==> config.mk <==
export PLATFORM = sky130hd
export DESIGN_NAME = dtree_seq_eval_flat
export DESIGN_NICKNAME = d
export VERILOG_FILES = /design/src/rtl/dtree_seq_eval_if.sv /design/src/rtl/dtree_seq_eval.sv /design/src/flat_wrapper.sv
export SDC_FILE = /design/constraint.sdc
export NUM_CORES = 2
export LEC_CHECK = 0
export CAP_MARGIN = 20
export CORE_MARGIN = 2
export CORE_UTILIZATION = 35
export CTS_BUF_LIST = sky130_fd_sc_hd__clkbuf_2 sky130_fd_sc_hd__clkbuf_4 sky130_fd_sc_hd__clkbuf_8
export DETAILED_ROUTE_END_ITERATION = 8
export SLEW_MARGIN = 10
export SYNTH_ARGS = -nofsm -noshare
export SYNTH_HDL_FRONTEND = slang
export SYNTH_SLANG_ARGS = --single-unit
export TNS_END_PERCENT = 20
==> constraint.sdc <==
create_clock -name clk -period 70.6 [get_ports clk]
set_input_delay 14.12 -clock clk [delete_from_list [all_inputs] [get_ports clk]]
set_output_delay 14.12 -clock clk [all_outputs]
set_load 0.05 [all_outputs]
==> src/rtl/dtree_seq_eval_if.sv <==
// Handshake and configuration bundle for the sequential decision-tree classifier.
// master drives vectors/config and consumes results; slave is the classifier.
interface dtree_seq_eval_if #(
  parameter int N_FEAT  = 5,
  parameter int FEAT_W  = 8,
  parameter int NODE_AW = 6,
  parameter int CLASS_W = 1
);
  localparam int FIDX_W = (N_FEAT > 1) ? $clog2(N_FEAT) : 1;
  localparam int NODE_W = 1 + FIDX_W + FEAT_W + 2 * NODE_AW;

  logic                     in_valid;
  logic                     in_ready;
  logic [N_FEAT*FEAT_W-1:0] in_feat;
  logic                     out_valid;
  logic                     out_ready;
  logic [CLASS_W-1:0]       out_class;
  logic                     out_err;
  logic                     cfg_we;
  logic [NODE_AW-1:0]       cfg_addr;
  logic [NODE_W-1:0]        cfg_data;
  logic                     cfg_busy;

  modport master (
    output in_valid, in_feat, out_ready, cfg_we, cfg_addr, cfg_data,
    input  in_ready, out_valid, out_class, out_err, cfg_busy
  );

  modport slave (
    input  in_valid, in_feat, out_ready, cfg_we, cfg_addr, cfg_data,
    output in_ready, out_valid, out_class, out_err, cfg_busy
  );
endinterface

==> src/rtl/dtree_seq_eval.sv <==
// Programmable decision-tree classifier walking one node per clock from a
// run-time written node table, with a depth guard and an error flag.
module dtree_seq_eval #(
  parameter int N_FEAT    = 5,
  parameter int FEAT_W    = 8,
  parameter int NODE_AW   = 6,
  parameter int CLASS_W   = 1,
  parameter int MAX_DEPTH = 16
) (
  input logic               clk,
  input logic               rst,
  dtree_seq_eval_if.slave   bus
);
  localparam int FIDX_W  = (N_FEAT > 1) ? $clog2(N_FEAT) : 1;
  localparam int NODE_W  = 1 + FIDX_W + FEAT_W + 2 * NODE_AW;
  localparam int DEPTH_W = $clog2(MAX_DEPTH + 1);
  localparam int N_NODES = 2 ** NODE_AW;

  typedef enum logic [1:0] {IDLE, WALK, DONE} state_t;

  state_t                   state, state_nxt;
  logic [NODE_W-1:0]        nodes [N_NODES];
  logic [N_FEAT*FEAT_W-1:0] feat_q;
  logic [NODE_AW-1:0]       ptr;
  logic [DEPTH_W-1:0]       depth;
  logic [CLASS_W-1:0]       class_q;
  logic                     err_q;

  logic [NODE_W-1:0]  node;
  logic               node_leaf;
  logic [FIDX_W-1:0]  node_fidx;
  logic [FEAT_W-1:0]  node_thresh;
  logic [NODE_AW-1:0] node_left;
  logic [NODE_AW-1:0] node_right;
  logic [FEAT_W-1:0]  sel_feat;
  logic               bad_fidx;
  logic               depth_hit;

  assign node        = nodes[ptr];
  assign node_right  = node[NODE_AW-1:0];
  assign node_left   = node[2*NODE_AW-1:NODE_AW];
  assign node_thresh = node[2*NODE_AW+FEAT_W-1:2*NODE_AW];
  assign node_fidx   = node[2*NODE_AW+FEAT_W+FIDX_W-1:2*NODE_AW+FEAT_W];
  assign node_leaf   = node[NODE_W-1];
  assign bad_fidx    = {1'b0, node_fidx} >= (FIDX_W + 1)'(N_FEAT);
  assign depth_hit   = depth == DEPTH_W'(MAX_DEPTH);

  // Feature mux; out-of-range indices fall to zero and are flagged separately.
  always_comb begin
    sel_feat = '0;
    for (int i = 0; i < N_FEAT; i++) begin
      if (node_fidx == FIDX_W'(i)) sel_feat = feat_q[i*FEAT_W +: FEAT_W];
    end
  end

  always_ff @(posedge clk or posedge rst) begin
    if (rst) state <= IDLE;
    else     state <= state_nxt;
  end

  always_comb begin
    state_nxt = state;
    case (state)
      IDLE:    if (bus.in_valid) state_nxt = WALK;
      WALK:    if (node_leaf || bad_fidx || depth_hit) state_nxt = DONE;
      DONE:    if (bus.out_ready) state_nxt = IDLE;
      default: state_nxt = IDLE;
    endcase
  end

  // Table writes are only honoured in IDLE so a walk never sees a half-changed tree.
  always_ff @(posedge clk or posedge rst) begin
    if (rst) begin
      for (int i = 0; i < N_NODES; i++) nodes[i] <= {1'b1, {(NODE_W-1){1'b0}}};
    end else if (state == IDLE && bus.cfg_we) begin
      nodes[bus.cfg_addr] <= bus.cfg_data;
    end
  end

  always_ff @(posedge clk or posedge rst) begin
    if (rst) begin
      feat_q  <= '0;
      ptr     <= '0;
      depth   <= '0;
      class_q <= '0;
      err_q   <= 1'b0;
    end else begin
      case (state)
        IDLE: begin
          if (bus.in_valid) begin
            feat_q <= bus.in_feat;
            ptr    <= '0;
            depth  <= '0;
          end
        end
        WALK: begin
          if (node_leaf) begin
            class_q <= node_thresh[CLASS_W-1:0];
            err_q   <= 1'b0;
          end else if (bad_fidx || depth_hit) begin
            class_q <= '0;
            err_q   <= 1'b1;
          end else begin
            ptr   <= (sel_feat <= node_thresh) ? node_left : node_right;
            depth <= depth + 1'b1;
          end
        end
        default: ;
      endcase
    end
  end

  assign bus.in_ready  = (state == IDLE);
  assign bus.out_valid = (state == DONE);
  assign bus.cfg_busy  = (state != IDLE);
  assign bus.out_class = class_q;
  assign bus.out_err   = err_q;
endmodule
==> src/flat_wrapper.sv <==
// flat-port wrapper written by rule: the top's interface ports become plain ports
module dtree_seq_eval_flat 
#(
  parameter int N_FEAT    = 5,
  parameter int FEAT_W    = 8,
  parameter int NODE_AW   = 6,
  parameter int CLASS_W   = 1,
  parameter int MAX_DEPTH = 16
)
  (clk, rst, bus_in_valid, bus_in_feat, bus_out_ready, bus_cfg_we, bus_cfg_addr, bus_cfg_data, bus_in_ready, bus_out_valid, bus_out_class, bus_out_err, bus_cfg_busy);
  dtree_seq_eval_if #(.N_FEAT(N_FEAT), .FEAT_W(FEAT_W), .NODE_AW(NODE_AW), .CLASS_W(CLASS_W)) bus_i ();
  input logic clk;
  input logic rst;
  input wire logic [$bits(bus_i.in_valid)-1:0] bus_in_valid;
  input wire logic [$bits(bus_i.in_feat)-1:0] bus_in_feat;
  input wire logic [$bits(bus_i.out_ready)-1:0] bus_out_ready;
  input wire logic [$bits(bus_i.cfg_we)-1:0] bus_cfg_we;
  input wire logic [$bits(bus_i.cfg_addr)-1:0] bus_cfg_addr;
  input wire logic [$bits(bus_i.cfg_data)-1:0] bus_cfg_data;
  output wire logic [$bits(bus_i.in_ready)-1:0] bus_in_ready;
  output wire logic [$bits(bus_i.out_valid)-1:0] bus_out_valid;
  output wire logic [$bits(bus_i.out_class)-1:0] bus_out_class;
  output wire logic [$bits(bus_i.out_err)-1:0] bus_out_err;
  output wire logic [$bits(bus_i.cfg_busy)-1:0] bus_cfg_busy;
  assign bus_i.in_valid = bus_in_valid;
  assign bus_i.in_feat = bus_in_feat;
  assign bus_i.out_ready = bus_out_ready;
  assign bus_i.cfg_we = bus_cfg_we;
  assign bus_i.cfg_addr = bus_cfg_addr;
  assign bus_i.cfg_data = bus_cfg_data;
  assign bus_in_ready = bus_i.in_ready;
  assign bus_out_valid = bus_i.out_valid;
  assign bus_out_class = bus_i.out_class;
  assign bus_out_err = bus_i.out_err;
  assign bus_cfg_busy = bus_i.cfg_busy;
  dtree_seq_eval #(.N_FEAT(N_FEAT), .FEAT_W(FEAT_W), .NODE_AW(NODE_AW), .CLASS_W(CLASS_W), .MAX_DEPTH(MAX_DEPTH)) u_core (.clk(clk), .rst(rst), .bus(bus_i));
endmodule
==> load_flow_metrics.sql <==
INSERT INTO impl_metrics (metric_group, metric, value, unit) VALUES
('die', 'core-area', '206000', 'sq um'),
('global_route', 'grt_util_all_layers', '18.9', '%'),
('die', 'die-height', '459', 'um'),
('min_path', 'min_path_type', 'reg -> reg', ''),
('synth', 'netlist_top_cells_area', 'sky130_fd_sc_hd__dfrtp_1 53%, sky130_fd_sc_hd__mux2_2 25%, sky130_fd_sc_hd__mux4_2 13%', ''),
('pwr', 'cellPowerDensity', '30.5', 'nW/um^2'),
('run_status', 'outcome', 'finished clean', ''),
('worst_setup_path', 'worstReg2RegEnd', 'u_core.ptr[0]', ''),
('worst_setup_path', 'crit_fanout', '107', ''),
('worst_setup_path', 'setup.worst_path.start_class', 'input port', ''),
('synth', 'ys_seq_area_share', '55.0', '%'),
('clock_tree', 'clk-insertion-delay-late', '1.01', 'ns'),
('cells_and_area', 'total_number_of_nets_in_the_final_design', '4669', ''),
('synth', 'number_of_synthesized_flops_with_an_enable_pin', '0', ''),
('sta', 'report.final.hold_viol_count', '0', ''),
('drt', 'drt_drc', '0', ''),
('synth', 'syn-mean-instance-area', '16.1', 'sq um'),
('run', 'max_cap_viol_count', '0', ''),
('pwr', 'gate_power_share', '19.6', '%'),
('clock_tree', 'clk_path_buf_depth', '4', ''),
('worst_setup_path', 'timing_worst_setup_path_type', 'in -> async', ''),
('global_route', 'globalRoute.totalOverflow', '0', ''),
('drt', 'top_layer', 'met5', ''),
('clock_tree', 'cts_hold_buffers', '0', ''),
('worst_setup_path', 'cp_cell_sequence', 'clkdlybuf4s50_1 > inv_8 > buf_16 > buf_4 > buf_4 > buf_4 > buf_4 > buf_16', ''),
('worst_setup_path', 'worst_path_most_repeated_cell', 'sky130_fd_sc_hd__buf_4', ''),
('sta', 'final.setup_skew', '0.0642', 'ns'),
('die', 'die-width', '459', 'um'),
('die', 'placement_rows', '167', ''),
('clock_tree', 'clock-root-buffer', 'sky130_fd_sc_hd__clkbuf_8', ''),
('global_route', 'antenna_violations_before_repair', '15', ''),
('worst_setup_path', 'timing.critical_path.buf_inv', '8', ''),
('worst_setup_path', 'timing.critical_path.arrival', '18.85', 'ns'),
('synth', 'ys_seq_elements', '1591', ''),
('die', 'num_io_pins', '80', ''),
('clock_tree', 'cts.repair.resized', '0', ''),
('worst_setup_path', 'r2r-start', 'u_core.ptr[0]', ''),
('pwr', 'design_internal_power', '1.81', 'mW'),
('clock_tree', 'path_clk_slew', '0.06', 'ns'),
('sta', 'finalSetupViolCount', '0', ''),
('pwr', 'netSwitchingPower', '696', 'uW'),
('synth', 'netlist-cell-type-count', '51', ''),
('place', 'detailed_place_hpwl', '112000', 'um'),
('cells_and_area', 'syn_to_layout_area_delta', '13.4', '%'),
('drt', 'met2_length', '95000', 'um'),
('pwr', 'vdd_drop_max', '14.9', 'uV'),
('drt', 'vias', '40845', ''),
('pwr', 'clkPwrFrac', '35.8', '%'),
('synth', 'async_reset_ff_share', '100', '%'),
('clock_tree', 'clock_sink_count', '1591', ''),
('drt', 'detail_route.first_pass.iterations', '5', ''),
('synth', 'synth_area_leader_cell', 'sky130_fd_sc_hd__dfrtp_1', ''),
('synth', 'netlist.area_leader.share', '52.7', '%'),
('sta', 'setup_total_negative_slack', '0', 'ns'),
('place', 'io_buffers', '79', ''),
('min_path', 'min_delay_path_depth', '1', ''),
('synth', 'synth_most_common_cell', 'sky130_fd_sc_hd__mux2_2', ''),
('global_route', 'grt_max_degree', '200', ''),
('sta', 'timing_max_transition_violations_final', '0', ''),
('worst_setup_path', 'reg2reg_slack', '62.37', 'ns'),
('clock_tree', 'cts-htree-levels', '5', ''),
('worst_setup_path', 'cp_slowest_cell', 'sky130_fd_sc_hd__buf_4', ''),
('clock_tree', 'numCtsBuffers', '288', ''),
('drt', 'final_antenna_net_count', '0', ''),
('sta', 'setup_repair_after_global_routing_missed_its_margin', 'false', ''),
('worst_setup_path', 'cell_type_group_with_the_largest_total_delay_on_the_critical_path', 'buffers and inverters', ''),
('worst_setup_path', 'critical_path.startpoint', 'rst', ''),
('drt', 'vias_per_cell', '5.46', ''),
('worst_setup_path', 'slowest_delay', '0.88', 'ns'),
('synth', 'ys.warnings.count', '0', ''),
('drt', 'route.final.wire_length', '197000', 'um');
worst register-to-register path, stage by stage, from the launching register on:
cell,delay [ns]
sky130_fd_sc_hd__dfrtp_4,0.91
sky130_fd_sc_hd__buf_4,0.83
sky130_fd_sc_hd__buf_4,0.92
sky130_fd_sc_hd__mux4_2,0.62
sky130_fd_sc_hd__a221oi_1,0.25
sky130_fd_sc_hd__o21ai_0,0.13
sky130_fd_sc_hd__a32o_1,0.43
sky130_fd_sc_hd__nand4b_1,0.47
sky130_fd_sc_hd__nor2b_1,0.82
sky130_fd_sc_hd__nand2_1,0.10
sky130_fd_sc_hd__o21ai_0,0.22
sky130_fd_sc_hd__ha_1,0.33
sky130_fd_sc_hd__and3_1,0.19
sky130_fd_sc_hd__o21ai_0,0.07
sky130_fd_sc_hd__a31oi_1,0.10
sky130_fd_sc_hd__o21a_1,0.17
sky130_fd_sc_hd__o21a_1,0.17
sky130_fd_sc_hd__o21ai_2,0.66
sky130_fd_sc_hd__mux2i_1,0.55
sky130_fd_sc_hd__mux2i_1,0.14
layout make-up:
type | instances | area, sq um | share of cell area [%]
sequential | 1591 | 39900 | 48.6
timing repair buffer | 230 | 2170 | 2.65
clock inverter | 19 | 108 | 0.131
multi-input combinational | 2452 | 30700 | 37.4
inverter | 21 | 88.8 | 0.108
tap | 2704 | 3380 | 4.12
antenna | 4 | 10.0 | 0.0122
clock buffer | 465 | 5810 | 7.06
kinds of logic after synthesis:
family,after synthesis,synth area share (%)
muxes,2127,39.6
DFF,1591,55.0
buffers and inverters,462,2.83
and+or+nand+nor,207,1.29
AOI/OAI and AO/OA,108,1.12
adders and majority gates,10,0.173
how the worst min path moves through the flow:
stage | from | endpoint
2_1_floorplan | u_core.depth[4] | u_core.depth[4]
4_1_cts | u_core.depth[4] | u_core.depth[4]
6_report | u_core.depth[4] | u_core.depth[4]
3_3_place_gp | u_core.depth[4] | u_core.depth[4]
3_5_place_dp | u_core.depth[4] | u_core.depth[4]
5_1_grt | u_core.nodes[1250] | u_core.nodes[1250]
power by group through the flow:
stage                     clock, mW  combinational [mW]  sequential [mW]
after floorplan                   0               0.366             1.11
after global placement            0               0.483             1.12
after detailed placement          0               0.491             1.13
after CTS                     0.920               0.492             1.11
after global routing          0.965               0.525             1.13
final                         0.897               0.491             1.12
sequential cells by signal, summed over array words and instances, names as in the netlist:
register / flops
u_core.depth: 5
u_core.bus.out_err: 1
u_core.bus.out_class: 1
u_core.state: 2
u_core.ptr: 6
u_core.feat_q: 40
u_core.nodes: 1536
layer usage:
metal	GRT usage, %	vias to the layer above
met5	0	-
met2	30.6	1018
met3	3.30	337
met1	25.9	22469
met4	5.68	8
li1	-	17013
through the flow:
step                cells  worst slack [ns]  power, mW  hold slack [ns]  instance area [sq um]
floorplan            4505             11.69       1.48            0.445                  72500
detailed placement   6977             51.30       1.62            0.480                  75800
global route         7484             52.36       2.62            0.507                  82200
global placement     6976             51.42       1.61            0.471                  75800
CTS                  7461             52.40       2.53            0.488                  81700
finish               7486             52.88       2.50            0.485                  82200
cells in the final DEF (no fill, tap or decap), types with 3 or more instances in the layout:
| master | count |
|---|---|
| sky130_fd_sc_hd__a221o_1 | 7 |
| sky130_fd_sc_hd__buf_4 | 128 |
| sky130_fd_sc_hd__nor2_1 | 32 |
| sky130_fd_sc_hd__clkdlybuf4s50_1 | 55 |
| sky130_fd_sc_hd__nor2_4 | 13 |
| sky130_fd_sc_hd__buf_2 | 23 |
| sky130_fd_sc_hd__mux2i_1 | 108 |
| sky130_fd_sc_hd__nor3_1 | 8 |
| sky130_fd_sc_hd__ha_1 | 10 |
| sky130_fd_sc_hd__and3_1 | 7 |
| sky130_fd_sc_hd__and2_1 | 3 |
| sky130_fd_sc_hd__clkinv_2 | 15 |
| sky130_fd_sc_hd__nor2b_4 | 5 |
| sky130_fd_sc_hd__clkbuf_4 | 95 |
| sky130_fd_sc_hd__mux2_2 | 1583 |
| sky130_fd_sc_hd__inv_1 | 17 |
| sky130_fd_sc_hd__dfstp_2 | 64 |
| sky130_fd_sc_hd__nand2_2 | 7 |
| sky130_fd_sc_hd__a221oi_1 | 35 |
| sky130_fd_sc_hd__a22oi_1 | 18 |
| sky130_fd_sc_hd__buf_12 | 15 |
| sky130_fd_sc_hd__nand4_1 | 3 |
| sky130_fd_sc_hd__nand3_1 | 21 |
| sky130_fd_sc_hd__diode_2 | 4 |
| sky130_fd_sc_hd__dfrtp_1 | 1523 |
| sky130_fd_sc_hd__buf_16 | 9 |
| sky130_fd_sc_hd__mux2_1 | 3 |
| sky130_fd_sc_hd__clkbuf_8 | 370 |
| sky130_fd_sc_hd__a21oi_1 | 4 |
| sky130_fd_sc_hd__a31oi_1 | 3 |
| sky130_fd_sc_hd__o21ai_0 | 24 |
| sky130_fd_sc_hd__nor2b_1 | 9 |
| sky130_fd_sc_hd__dfrtp_4 | 3 |
| sky130_fd_sc_hd__mux4_2 | 433 |
| sky130_fd_sc_hd__nand2_1 | 83 |
| sky130_fd_sc_hd__nand2b_1 | 7 |
Power figures use the tool's default switching activity.
